<file path="src/rtl/cpu_pipe_pkg.sv">
// Shared pipeline definitions: segment state encoding, per-stage payload
// widths and field offsets used to pack/unpack the inter-stage buses.
package cpu_pipe_pkg;

  typedef enum logic [1:0] {
    SEG_EMPTY = 2'd0,
    SEG_FULL  = 2'd1,
    SEG_SKID  = 2'd2
  } seg_state_e;

  localparam int FIELD_W  = 32;
  localparam int PC_OFF   = 0;
  localparam int INST_OFF = 32;
  localparam int RES_OFF  = 64;
  localparam int HI_OFF   = 96;
  localparam int LO_OFF   = 128;
  localparam int CTRL_OFF = 160;

  localparam int IFID_W  = 64;
  localparam int IDEX_W  = 192;
  localparam int EXMEM_W = 192;
  localparam int MEMWB_W = 192;

  function automatic logic [FIELD_W-1:0] get_field(input logic [MEMWB_W-1:0] bus,
                                                   input int off);
    return bus[off +: FIELD_W];
  endfunction

endpackage

</file>
<file path="src/rtl/sat_counter.sv">
// Saturating up-counter with asynchronous active-high reset.
module sat_counter #(
  parameter int CNT_W = 16
) (
  input  logic             clk,
  input  logic             reset,
  input  logic             inc,
  output logic [CNT_W-1:0] cnt
);

  logic [CNT_W-1:0] cnt_q, cnt_d;

  always_comb begin
    cnt_d = cnt_q;
    if (inc && (cnt_q != {CNT_W{1'b1}})) begin
      cnt_d = cnt_q + {{(CNT_W-1){1'b0}}, 1'b1};
    end
  end

  always_ff @(posedge clk or posedge reset) begin
    if (reset) begin
      cnt_q <= '0;
    end else begin
      cnt_q <= cnt_d;
    end
  end

  assign cnt = cnt_q;

endmodule

</file>
<file path="src/rtl/pipe_seg_skid.sv">
// Pipeline segment register with valid/ready handshake, synchronous flush,
// optional skid entry (registered in_ready) and a saturating stall counter.
module pipe_seg_skid
  import cpu_pipe_pkg::*;
#(
  parameter int DATA_W = 192,
  parameter int SKID   = 1,
  parameter int CNT_W  = 16
) (
  input  logic              clk,
  input  logic              reset,
  input  logic              flush,
  input  logic              in_valid,
  output logic              in_ready,
  input  logic [DATA_W-1:0] in_data,
  output logic              out_valid,
  input  logic              out_ready,
  output logic [DATA_W-1:0] out_data,
  output logic [1:0]        occupancy,
  output logic [CNT_W-1:0]  stall_cnt
);

  seg_state_e        state_q, state_d;
  logic [DATA_W-1:0] main_q, main_d;
  logic [DATA_W-1:0] skid_q, skid_d;
  logic              in_fire, out_fire, stall_inc;

  assign out_valid = (state_q != SEG_EMPTY);
  assign out_data  = main_q;
  assign occupancy = state_q;

  // With the skid entry, ready depends only on state; without it, ready
  // looks through to out_ready so a full main entry can be replaced in place.
  always_comb begin
    if (reset) begin
      in_ready = 1'b0;
    end else if (SKID != 0) begin
      in_ready = (state_q != SEG_SKID);
    end else begin
      in_ready = !out_valid || out_ready;
    end
  end

  assign in_fire   = in_valid && in_ready;
  assign out_fire  = out_valid && out_ready;
  assign stall_inc = out_valid && !out_ready;

  always_comb begin
    state_d = state_q;
    main_d  = main_q;
    skid_d  = skid_q;
    case (state_q)
      SEG_EMPTY: begin
        if (in_fire) begin
          state_d = SEG_FULL;
          main_d  = in_data;
        end
      end
      SEG_FULL: begin
        if (in_fire && out_fire) begin
          main_d = in_data;
        end else if (in_fire && (SKID != 0)) begin
          state_d = SEG_SKID;
          skid_d  = in_data;
        end else if (out_fire) begin
          state_d = SEG_EMPTY;
        end
      end
      SEG_SKID: begin
        if (out_fire) begin
          state_d = SEG_FULL;
          main_d  = skid_q;
        end
      end
      default: state_d = SEG_EMPTY;
    endcase
    // Flush drops validity only; payload registers are left untouched.
    if (flush) begin
      state_d = SEG_EMPTY;
      main_d  = main_q;
      skid_d  = skid_q;
    end
  end

  always_ff @(posedge clk or posedge reset) begin
    if (reset) begin
      state_q <= SEG_EMPTY;
      main_q  <= '0;
      skid_q  <= '0;
    end else begin
      state_q <= state_d;
      main_q  <= main_d;
      skid_q  <= skid_d;
    end
  end

  sat_counter #(.CNT_W(CNT_W)) u_stall_cnt (
    .clk   (clk),
    .reset (reset),
    .inc   (stall_inc),
    .cnt   (stall_cnt)
  );

endmodule

</file>
<file path="config.mk">
export PLATFORM = sky130hd
export DESIGN_NAME = pipe_seg_skid
export DESIGN_NICKNAME = d
export VERILOG_FILES = /design/src/rtl/cpu_pipe_pkg.sv /design/src/rtl/sat_counter.sv /design/src/rtl/pipe_seg_skid.sv
export SDC_FILE = /design/constraint.sdc
export NUM_CORES = 1
export LEC_CHECK = 0
export BUFFER_PORTS_ARGS = -buffer_cell sky130_fd_sc_hd__buf_4
export CAP_MARGIN = 0
export CORE_MARGIN = 2
export CORE_UTILIZATION = 58
export CTS_CLUSTER_DIAMETER = 120
export CTS_CLUSTER_SIZE = 8
export DETAILED_ROUTE_END_ITERATION = 16
export PLACE_DENSITY = 0.95
export SETUP_SLACK_MARGIN = 0.4
export SKIP_CTS_REPAIR_TIMING = 1
export SYNTH_ARGS = -nofsm -noshare
export SYNTH_HDL_FRONTEND = slang
export SYNTH_SLANG_ARGS = --single-unit
</file>
<file path="constraint.sdc">
create_clock -name clk -period 32.4 [get_ports clk]
set_input_delay 4.86 -clock clk [delete_from_list [all_inputs] [get_ports clk]]
set_output_delay 4.86 -clock clk [all_outputs]
set_load 0.01 [all_outputs]
</file>
==> results.txt, run 1 <==
Final wirelength: 45.17 mm
Post-Layout Cell Count: 2,108
# H-tree levels: 2
CTS Buffer Depth: 3
IO Count: 409
DRT antenna net count: 0
Ant diodes: 0
Hold EP: skid_q[57]$_DFFE_PP0P_
Period utilization: 31.27%
Layout cells sized above 1: 39.39%
Wire length per cell: 21.43 um
Synthesized cell area: 16,800 um^2
Chip Height: 174.2 um
Root buf cell: clkbuf_16
First-pass GRT wire length: 70.92 mm
Fraction of registers with async set/reset: 100.0%
Setup crit end kind: output pin
Final setup fails: 0
Syn Nets: 1,533
Area Overhead vs Synth: 27.70%
Hold Path Origin: skid_q[57]$_DFFE_PP0P_
Ys flop type: dfrtp_1
Number of synthesized flops with an enable pin: 0
Crit Path Max Fanout: 6
Max-slew violation count: 0
FF-to-FF End: out_data[11]$_DFFE_PP0P_
Filler cell count: 1,572
Worst Hold Depth: 1
WHS: 0.5034 ns
Gr ovfl total: 0
Die span in x: 174.2 um
Slew @ Worst Pin: 1.102 ns
Die ar.: 30,350 um^2
R2r setup slk: 28.12 ns
Hpwl dp: 27.28 mm
Skew-Pair Late Insertion Delay: 0.54 ns
Max VDD drop: 0.05349 mV
GRT Total Usage: 29.35%
Post-synth top area share: 59.86%
DR pass1 iterations: 5
CTS tree: yes
Nets: 1,922
Initial Util: 58.71%
Synth area leaders: dfrtp_1, mux2_2, mux2i_1
Initial antenna violation count: 0
Fin. Hold Viols: 0
Min cycle time layout: 10.13 ns
Drt drc: 0
Clock-pin slew on the worst setup and hold paths: 0.04 ns
Largest net degree at the start of global routing: 146
# clock sinks: 402
Avg Inst Size Synth: 12.59 um^2
Post-Place Cells: 2,050
Relative slew slack: 26.55%
Outcome: finished, final reports clean
Pleak: 0.009728 uW
CTS Buf Count: 56
Power density over the cells: 67.89 nW/um^2
Placer Congestion: 0.8743
Placeable Area: 28,630 um^2
Setup tns final: 0 ns
Yosys reg bits: 402
Unrepaired setup endpoints after global routing: no
Syn Inst Count: 1,335
Reg2Reg Launch Point: occupancy[0]$_DFFE_PP0P_
Leading area contributor after synthesis: dfrtp_1
Req. time, crit path: 27.54 ns
HP Class: reg2reg
Fmax: 0.09872 GHz
Sequential area share after synthesis: 59.86%
Vias in the first global route: 13,230
DR iter-0 viols: 825
Routed via count: 12,450
Total power draw: 1457 uW
Synth Warn #: 0
Final setup skew: 0.01287 ns
Vias per cell: 5.904
Synth unique cells: 39
Arr. time, crit path: 5.27 ns
Std cell rows: 62
Post-layout util: 74.97%
Reg2Reg Depth: 6
Crit path kind: in2out
Port Buffers: 408
MaxCap Viol Count: 0
CP startpoint kind: primary input
cells by family (layout without fill, tap and decap cells):
| family | count (synthesis) | after routing | share of synthesized area (%) |
|---|---|---|---|
| flops | 402 | 402 | 59.86 |
| compound gates | 207 | 207 | 6.396 |
| simple gates | 238 | 238 | 5.971 |
| xor+xnor | 8 | 8 | 0.4170 |
| buf+inv | 91 | 480 | 2.718 |
| fa+ha+maj | 1 | 1 | 0.07444 |
| mux | 388 | 388 | 24.56 |
cell usage after synthesis, types with 2 or more instances:
library cell  count
dfrtp_1         402
a21oi_1         197
nor2_1          196
mux2_2          194
mux2i_1         193
buf_2            53
clkbuf_1         22
buf_4            13
nand3_1           9
nor4_1            5
xor2_1            5
nand2_1           4
nand4_1           4
inv_1             3
nor2b_1           3
or2_2             3
xnor2_1           3
and4_1            2
nor3_1            2
nor3b_1           2
o21a_1            2
cells in the final DEF, fill, tap and decap left out, types with 2 or more instances in the layout:
| cell | netlist | layout |
|---|---|---|
| o21a_1 | 2 | 2 |
| xor2_1 | 5 | 5 |
| clkbuf_16 | 0 | 57 |
| xnor2_1 | 3 | 3 |
| mux2i_1 | 193 | 193 |
| and4_1 | 2 | 2 |
| inv_1 | 3 | 2 |
| nor2_1 | 196 | 196 |
| nand3_1 | 9 | 8 |
| buf_4 | 13 | 418 |
| nand4_1 | 4 | 4 |
| or2_2 | 3 | 3 |
| nor3_1 | 2 | 2 |
| a21oi_1 | 197 | 197 |
| dfrtp_1 | 402 | 402 |
| nor3b_1 | 2 | 2 |
| nand2_1 | 4 | 4 |
| nor2b_1 | 3 | 2 |
| mux2_2 | 194 | 194 |
| nor4_1 | 5 | 5 |
critical path, stage by stage:
cell	delay [ns]
buf_4	0.15
nor2_1	0.13
buf_4	0.13
per-layer routing:
metal,part of all wire (%),GRT usage [%],wire [um]
met5,0,0,0
met4,4.0,11.48,1797
met3,9.5,9.208,4306
met2,51,51.39,22830
met1,36,33.60,16240
final cells by class:
| class | count | area (um^2) | area share, % |
|---|---|---|---|
| multi-input cells | 842 | 6309 | 29.40 |
| well taps | 384 | 480.5 | 2.239 |
| flip-flops and latches | 402 | 10060 | 46.87 |
| clock buffers | 57 | 1426 | 6.646 |
| repair buffers | 419 | 3158 | 14.72 |
| clock inverters | 1 | 8.758 | 0.04081 |
| inverters | 3 | 18.77 | 0.08745 |
how the worst max path moves through the flow:
| stage | slack [ns] | cells after the start | from | end |
|---|---|---|---|---|
| 5_1_grt | 22.26 | 3 | reset | in_ready |
| 6_report | 22.27 | 3 | reset | in_ready |
| 3_5_place_dp | 22.28 | 3 | reset | in_ready |
| 4_1_cts | 22.27 | 3 | reset | in_ready |
| 3_3_place_gp | 22.28 | 3 | reset | in_ready |
| 2_1_floorplan | 16.36 | 1 | reset | occupancy[0]$_DFFE_PP0P_ |
flip-flops by register name (all words and copies together), names as in the netlist:
register,cells
occupancy,2
out_data,192
skid_q,192
u_stall_cnt.cnt,16
through the flow:
| stage | setup slack [ns] | instance area [um^2] |
|---|---|---|
| after floorplan | 16.36 | 16800 |
| after global placement | 22.28 | 20030 |
| after detailed placement | 22.28 | 20030 |
| after CTS | 22.27 | 21460 |
| after global routing | 22.26 | 21460 |
| final | 22.27 | 21460 |
power by group:
group / switching, uW / internal (uW) / total (uW)
registers: 65.7 / 604 / 670
logic: 139 / 149 / 288
clock network: 194 / 304 / 499
Note: power is estimated with default switching activity, not from simulation.
==> run 2, diff against run 1 <==
ABC_AREA = 1   (was not set)
CORE_UTILIZATION = 49   (was 58)
PLACE_DENSITY = 0.85   (was 0.95)
clock period = 8.65 ns   (was 32.4 ns; I/O delays follow)
==> results.txt, run 2 <==
Outcome: finished, final reports clean
Setup tns final: 0 ns (unchanged)
FF-to-FF End: out_data[90]$_DFFE_PP0P_
Fin. Hold Viols: 0 (unchanged)
Syn Nets: 2,412 (+57%)
Min cycle time layout: 4.065 ns
Req. time, crit path: 9.07 ns (-18.47 ns)
CTS tree: yes
Leading area contributor after synthesis: dfrtp_1
Setup crit end kind: flop
Period utilization: 47.00%
Hpwl dp: 30.01 mm (+10%)
Worst path max stage delay: 0.78 ns (+0.63 ns)
Relative slew slack: 27.25% (+0.70 points)
Arr. time, crit path: 4.48 ns (-0.79 ns)
Post-synth top area share: 56.52% (-3.3 points)
CTS Buf Count: 56 (unchanged)
Chip Height: 194.6 um (+12%)
Placer Congestion: 0.8812 (+0.79%)
Synth cell count leaders: nand2_1, o21ai_0, dfrtp_1
Synthesized cell area: 17,800 um^2 (+5.9%)
Avg Inst Size Synth: 8.040 um^2 (-36%)
Gr ovfl total: 0 (unchanged)
Final setup skew: 0.01624 ns (+0.003361 ns)
Filler cell count: 2,835 (+80%)
Gate power share: 22.0% (+2.2 points)
Reg2Reg Depth: 8 (+2)
Area of the multi-input gates: 5662 um^2 (-10%)
First-pass GRT wire length: 74.28 mm (+4.7%)
Cell mode on critical path: buf_4
Hold Path Origin: skid_q[101]$_DFFE_PP0P_
Fraction of registers with async set/reset: 100.0% (unchanged)
Hold EP: skid_q[101]$_DFFE_PP0P_
CTS Buffer Depth: 3 (unchanged)
DR iter-0 viols: 1,120 (+36%)
IO Count: 409 (unchanged)
Placeable Area: 35,660 um^2 (+25%)
Leading cell types in the layout, fill and taps excluded: nand2_1, buf_4, dfrtp_1
Skew-Pair Late Insertion Delay: 0.58 ns (+0.04 ns)
Die ar.: 37,870 um^2 (+25%)
Fmax: 0.2460 GHz
Initial antenna violation count: 2 (+2)
Largest net degree at the start of global routing: 219 (+50%)
Root buf cell: clkbuf_16
Top-count cell post-synth: nand2_1
Post-Layout Cell Count: 3,028 (+44%)
Area Overhead vs Synth: 26.23%
Ys flop type: dfrtp_1
Port Buffers: 408 (unchanged)
Max VDD drop: 0.1893 mV (+250%)
Nets: 2,762 (+44%)
Reg2Reg Launch Point: occupancy[0]$_DFFE_PP0P_
Post-layout util: 63.02% (-12 points)
Vias per cell: 5.102 (-14%)
Unrepaired setup endpoints after global routing: no
Die span in x: 194.6 um (+12%)
CP max stage cell: buf_4
Worst Hold Depth: 2 (+1)
Drt drc: 0 (unchanged)
DRT antenna net count: 0 (unchanged)
GRT Total Usage: 24.02% (-5.3 points)
Clk network pwr share: 31.9% (-2.3 points)
Std cell rows: 69 (+11%)
Syn Inst Count: 2,214 (+66%)
Synth unique cells: 23 (-41%)
Worst-path cell chain: inv_2 > nand2_2 > buf_4 > nand4_2 > a21oi_4 > buf_4 > buf_4 > o21ai_0
Internal: 4203 uW (+300%)
Crit Path Max Fanout: 100 (+94)
Crit path kind: reg2reg
Commonest non-fill, non-tap cell in the layout: nand2_1
Routed via count: 15,450 (+24%)
Psw: 1775 uW (+350%)
Yosys reg bits: 402 (unchanged)
Vias in the first global route: 15,150 (+14%)
Wire length per cell: 15.12 um (-29%)
# clock sinks: 402 (unchanged)
R2r setup slk: 4.58 ns (-23.54 ns)
Final setup fails: 0 (unchanged)
Sw Share: 29.70% (+2.3 points)
# H-tree levels: 2 (unchanged)
Final wirelength: 45.79 mm (+1.4%)
Seq pwr share: 46.1% (about the same)
Max-slew violation count: 0 (unchanged)
Slew @ Worst Pin: 1.091 ns (-0.01045 ns)
Register area: 10,060 um^2 (unchanged)
DR pass1 iterations: 5 (unchanged)
Clock-pin slew on the worst setup and hold paths: 0.05 ns (about the same)
Power density over the cells: 266.1 nW/um^2 (+290%)
Synth area leaders: dfrtp_1, o21ai_0, nand2_1
Synth Warn #: 0 (unchanged)
CP startpoint kind: flop
Post-Place Cells: 2,967 (+45%)
MaxCap Viol Count: 0 (unchanged)
HP Class: reg2reg
Number of synthesized flops with an enable pin: 0 (unchanged)
Sequential area share after synthesis: 56.52% (-3.3 points)
Pleak: 0.01164 uW (+20%)
Layout cells sized above 1: 19.06% (-20 points)
Initial Util: 49.92% (-8.8 points)
run 2: changes by cell type in the layout (fill, tap and decap cells not counted), moves of 5 or more:
cell | previous run | this run
o21ai_1 | 0 | 192
mux2i_1 | 193 | 0
mux2_2 | 194 | 0
a21oi_1 | 197 | 51
inv_1 | 2 | 399
nand2_1 | 4 | 598
nor2_1 | 196 | 72
nor4_1 | 5 | 0
xnor2_1 | 3 | 8
o21ai_0 | 1 | 339
run 2: kinds of logic after synthesis:
| group | Yosys count | synth area share (%) |
|---|---|---|
| AOI/OAI and AO/OA | 585 | 16.50 |
| xor gates and xnor gates | 12 | 0.5905 |
| adders and majority gates | 1 | 0.07028 |
| buffers and inverters | 531 | 11.76 |
| DFF | 402 | 56.52 |
| and+or+nand+nor | 683 | 14.56 |
run 2: per-stage QoR:
| stage | instance area, um^2 | power (uW) | setup WS, ns | hold slack [ns] |
|---|---|---|---|---|
| after global placement | 21010 | 4003 | 4.594 | 0.4713 |
| final | 22470 | 5979 | 4.585 | 0.4869 |
| after global routing | 22470 | 6313 | 4.221 | 0.5056 |
| after detailed placement | 21010 | 4082 | 4.519 | 0.4781 |
| after CTS | 22470 | 6031 | 4.606 | 0.4906 |
| after floorplan | 18100 | 3396 | 0.05630 | 0.4591 |
run 2: worst max path at each step:
stage,slack (ns),from,cells past startpoint,end
6_report,4.58,occupancy[0]$_DFFE_PP0P_,8,out_data[90]$_DFFE_PP0P_
5_1_grt,4.22,occupancy[0]$_DFFE_PP0P_,9,out_data[90]$_DFFE_PP0P_
4_1_cts,4.61,occupancy[0]$_DFFE_PP0P_,8,out_data[89]$_DFFE_PP0P_
3_5_place_dp,4.52,reset,10,skid_q[51]$_DFFE_PP0P_
3_3_place_gp,4.59,reset,10,skid_q[20]$_DFFE_PP0P_
2_1_floorplan,0.06,reset,7,out_data[2]$_DFFE_PP0P_
run 2: power groups by stage:
stage               Clock, uW  Sequential (uW)  Combinational, uW
global placement            0             2750               1260
finish                   1910             2760               1310
floorplan                   0             2810                586
detailed placement          0             2770               1320
CTS                      1950             2750               1330
global route             2020             2820               1470
run 2: critical path: cells and delay by family, from the launching register on:
kind	cells	cell delay, ns
AOI/OAI and AO/OA	2	0.37
DFF	1	0.48
and+or+nand+nor	2	0.73
buffers and inverters	4	2.18
run 2: layer usage:
metal,wire length (um),global-route usage [%],share of wire [%]
met5,14,0,0.031
met4,2019,12.39,4.4
met3,3967,6.663,8.7
met2,21440,38.64,47
met1,18340,29.75,40
run 2: final cells by class:
class / count / share of cell area [%]
diodes: 1 / 0.01114
clock inverters: 3 / 0.1169
multi-input cells: 1281 / 25.20
well taps: 461 / 2.567
flip-flops and latches: 402 / 44.77
inverters: 402 / 6.755
repair buffers: 421 / 14.23
clock buffers: 57 / 6.348
==> run 3, diff against run 2 <==
CORE_UTILIZATION = 54   (was 49)
PLACE_DENSITY = 0.89   (was 0.85)
clock period = 4.01 ns   (was 8.65 ns; I/O delays follow)
==> results.txt, run 3 (synthesis results as in run 2) <==
Outcome: finished, final reports clean
CTS tree: yes
DRT antenna net count: 0 (unchanged)
Wire length per cell: 15.40 um (+1.9%)
M1 GR Usage: 30.92% (+1.2 points)
Worst Path Buf+Inv: 3 (-1)
Port Buffers: 408 (unchanged)
Area of the multi-input gates: 5662 um^2 (unchanged)
Pleak: 0.01168 uW (+0.30%)
Largest net degree at the start of global routing: 190 (-13%)
Die ar.: 34,430 um^2 (-9.1%)
WHS: 0.2245 ns (-0.2624 ns)
GRT Total Usage: 26.48% (+2.5 points)
CTS Buffer Depth: 3 (unchanged)
GR Util met3: 8.785% (+2.1 points)
# H-tree levels: 2 (unchanged)
Skew-Pair Late Insertion Delay: 0.57 ns (about the same)
Hpwl dp: 29.71 mm (-1.0%)
CP Depth: 5 (-3)
Slew @ Worst Pin: 0.9898 ns (-0.1015 ns)
Final setup skew: 0.02281 ns (+0.006570 ns)
Max VDD drop: 0.4017 mV (+110%)
Routed via count: 15,660 (+1.4%)
Power density over the cells: 573.7 nW/um^2 (+120%)
Final wirelength: 46.38 mm (+1.3%)
Clock-pin slew on the worst setup and hold paths: 0.05 ns (about the same)
Register area: 10,060 um^2 (unchanged)
GR Util met2: 44.00% (+5.4 points)
Area Overhead vs Synth: 26.61%
Fin. Hold Viols: 0 (unchanged)
Max-slew violation count: 0 (unchanged)
MaxCap Viol Count: 0 (unchanged)
Cell area after layout: 22,540 um^2 (+0.30%)
Worst-path cell chain: inv_2 > nand2_2 > inv_6 > nor2_1 > buf_4
Worst path max stage delay: 0.45 ns (-0.33 ns)
Initial antenna violation count: 1 (-1)
Commonest non-fill, non-tap cell in the layout: nand2_1
CTS Buf Count: 56 (unchanged)
Post-Place Cells: 2,949 (-0.61%)
Leading cell types in the layout, fill and taps excluded: nand2_1, buf_4, dfrtp_1
Vias per cell: 5.202 (+2.0%)
Post-layout util: 69.27% (+6.2 points)
Final WS setup: 1.440 ns (-3.144 ns)
IO Count: 409 (unchanged)
Crit path kind: reg2out
Most Used Layer, Global Route: met2
Period utilization: 64.08%
Filler cell count: 2,386 (-16%)
DR iter-0 viols: 1,335 (+19%)
Drt drc: 0 (unchanged)
Setup crit end kind: output pin
Worst path top cell family by delay: buffers and inverters
Relative slew slack: 34.02% (+6.8 points)
First-pass GRT wire length: 73.39 mm (-1.2%)
Die span in x: 185.6 um (-4.6%)
Std cell rows: 66 (-4.3%)
CP startpoint kind: flop
Min cycle time layout: 2.570 ns
DR pass1 iterations: 6 (+1)
Placed cell area: 21,050 um^2 (+0.16%)
Req. time, crit path: 3.41 ns (-5.66 ns)
Placeable Area: 32,540 um^2 (-8.7%)
Fmax: 0.3892 GHz
Reg2Reg Depth: 7 (-1)
Placer Congestion: 0.8513 (-3.4%)
Initial Util: 54.71% (+4.8 points)
Layout cells sized above 1: 19.08% (+0.024 points)
Nets: 2,764 (+0.072%)
HP Class: in2reg
CP max stage cell: dfrtp_1
Arr. time, crit path: 1.97 ns (-2.51 ns)
Unrepaired setup endpoints after global routing: no
Worst Hold Depth: 2 (unchanged)
Root buf cell: clkbuf_16
Pre-CTS setup slack: 1.355 ns (-3.165 ns)
Crit Path Max Fanout: 53 (-47%)
# clock sinks: 402 (unchanged)
Gr ovfl total: 0 (unchanged)
Chip Height: 185.6 um (-4.6%)
Post-Layout Cell Count: 3,011 (-0.56%)
Final setup fails: 0 (unchanged)
Vias in the first global route: 15,260 (+0.74%)
run 3: changes by cell type in the layout (fill, tap and decap cells not counted):
| cell | before | now |
|---|---|---|
| buf_4 | 418 | 415 |
| dlygate4sd3_1 | 0 | 1 |
| inv_6 | 3 | 1 |
| buf_12 | 3 | 7 |
| clkinv_8 | 0 | 1 |
| clkbuf_16 | 57 | 58 |
| o21ai_0 | 339 | 384 |
| o21ai_1 | 192 | 147 |
run 3: stage by stage:
step	power, uW	TNS, ns
6_report	12930	0
5_1_grt	13650	0
4_1_cts	13020	0
3_5_place_dp	8806	0
3_3_place_gp	8613	0
2_1_floorplan	7307	-2288.88
run 3: layout make-up:
cell class	instances	area share, %
flip-flops and latches	402	44.64
clock buffers	58	6.440
well taps	442	2.454
inverters	402	6.734
multi-input cells	1281	25.12
clock inverters	2	0.1110
repair buffers	423	14.49
diodes	1	0.01110
run 3: worst paths after layout:
check	startpoint	slack, ns	endpoint
max	occupancy[0]$_DFFE_PP0P_	1.44	in_ready
min	flush	0.22	occupancy[1]$_DFFE_PP0P_
max reg2reg	occupancy[0]$_DFFE_PP0P_	1.48	out_data[80]$_DFFE_PP0P_
min reg2reg	skid_q[56]$_DFFE_PP0P_	0.48	skid_q[56]$_DFFE_PP0P_
max in group asynchronous	reset	1.45	skid_q[42]$_DFFE_PP0P_
min in group asynchronous	reset	0.52	skid_q[150]$_DFFE_PP0P_
run 3: where the power goes:
part / internal (uW) / switching (uW) / total [uW]
Clock: 2510 / 1610 / 4120
Combinational: 1340 / 1540 / 2880
Sequential: 5250 / 683 / 5930
Total: 9100 / 3830 / 12900
run 3: layer usage:
metal,routed length (um),share of wire [%],vias up
li1,-,-,7494
met1,17140,37,7432
met2,22730,49,597
met3,4395,9.5,139
met4,2112,4.6,0
met5,0,0,-
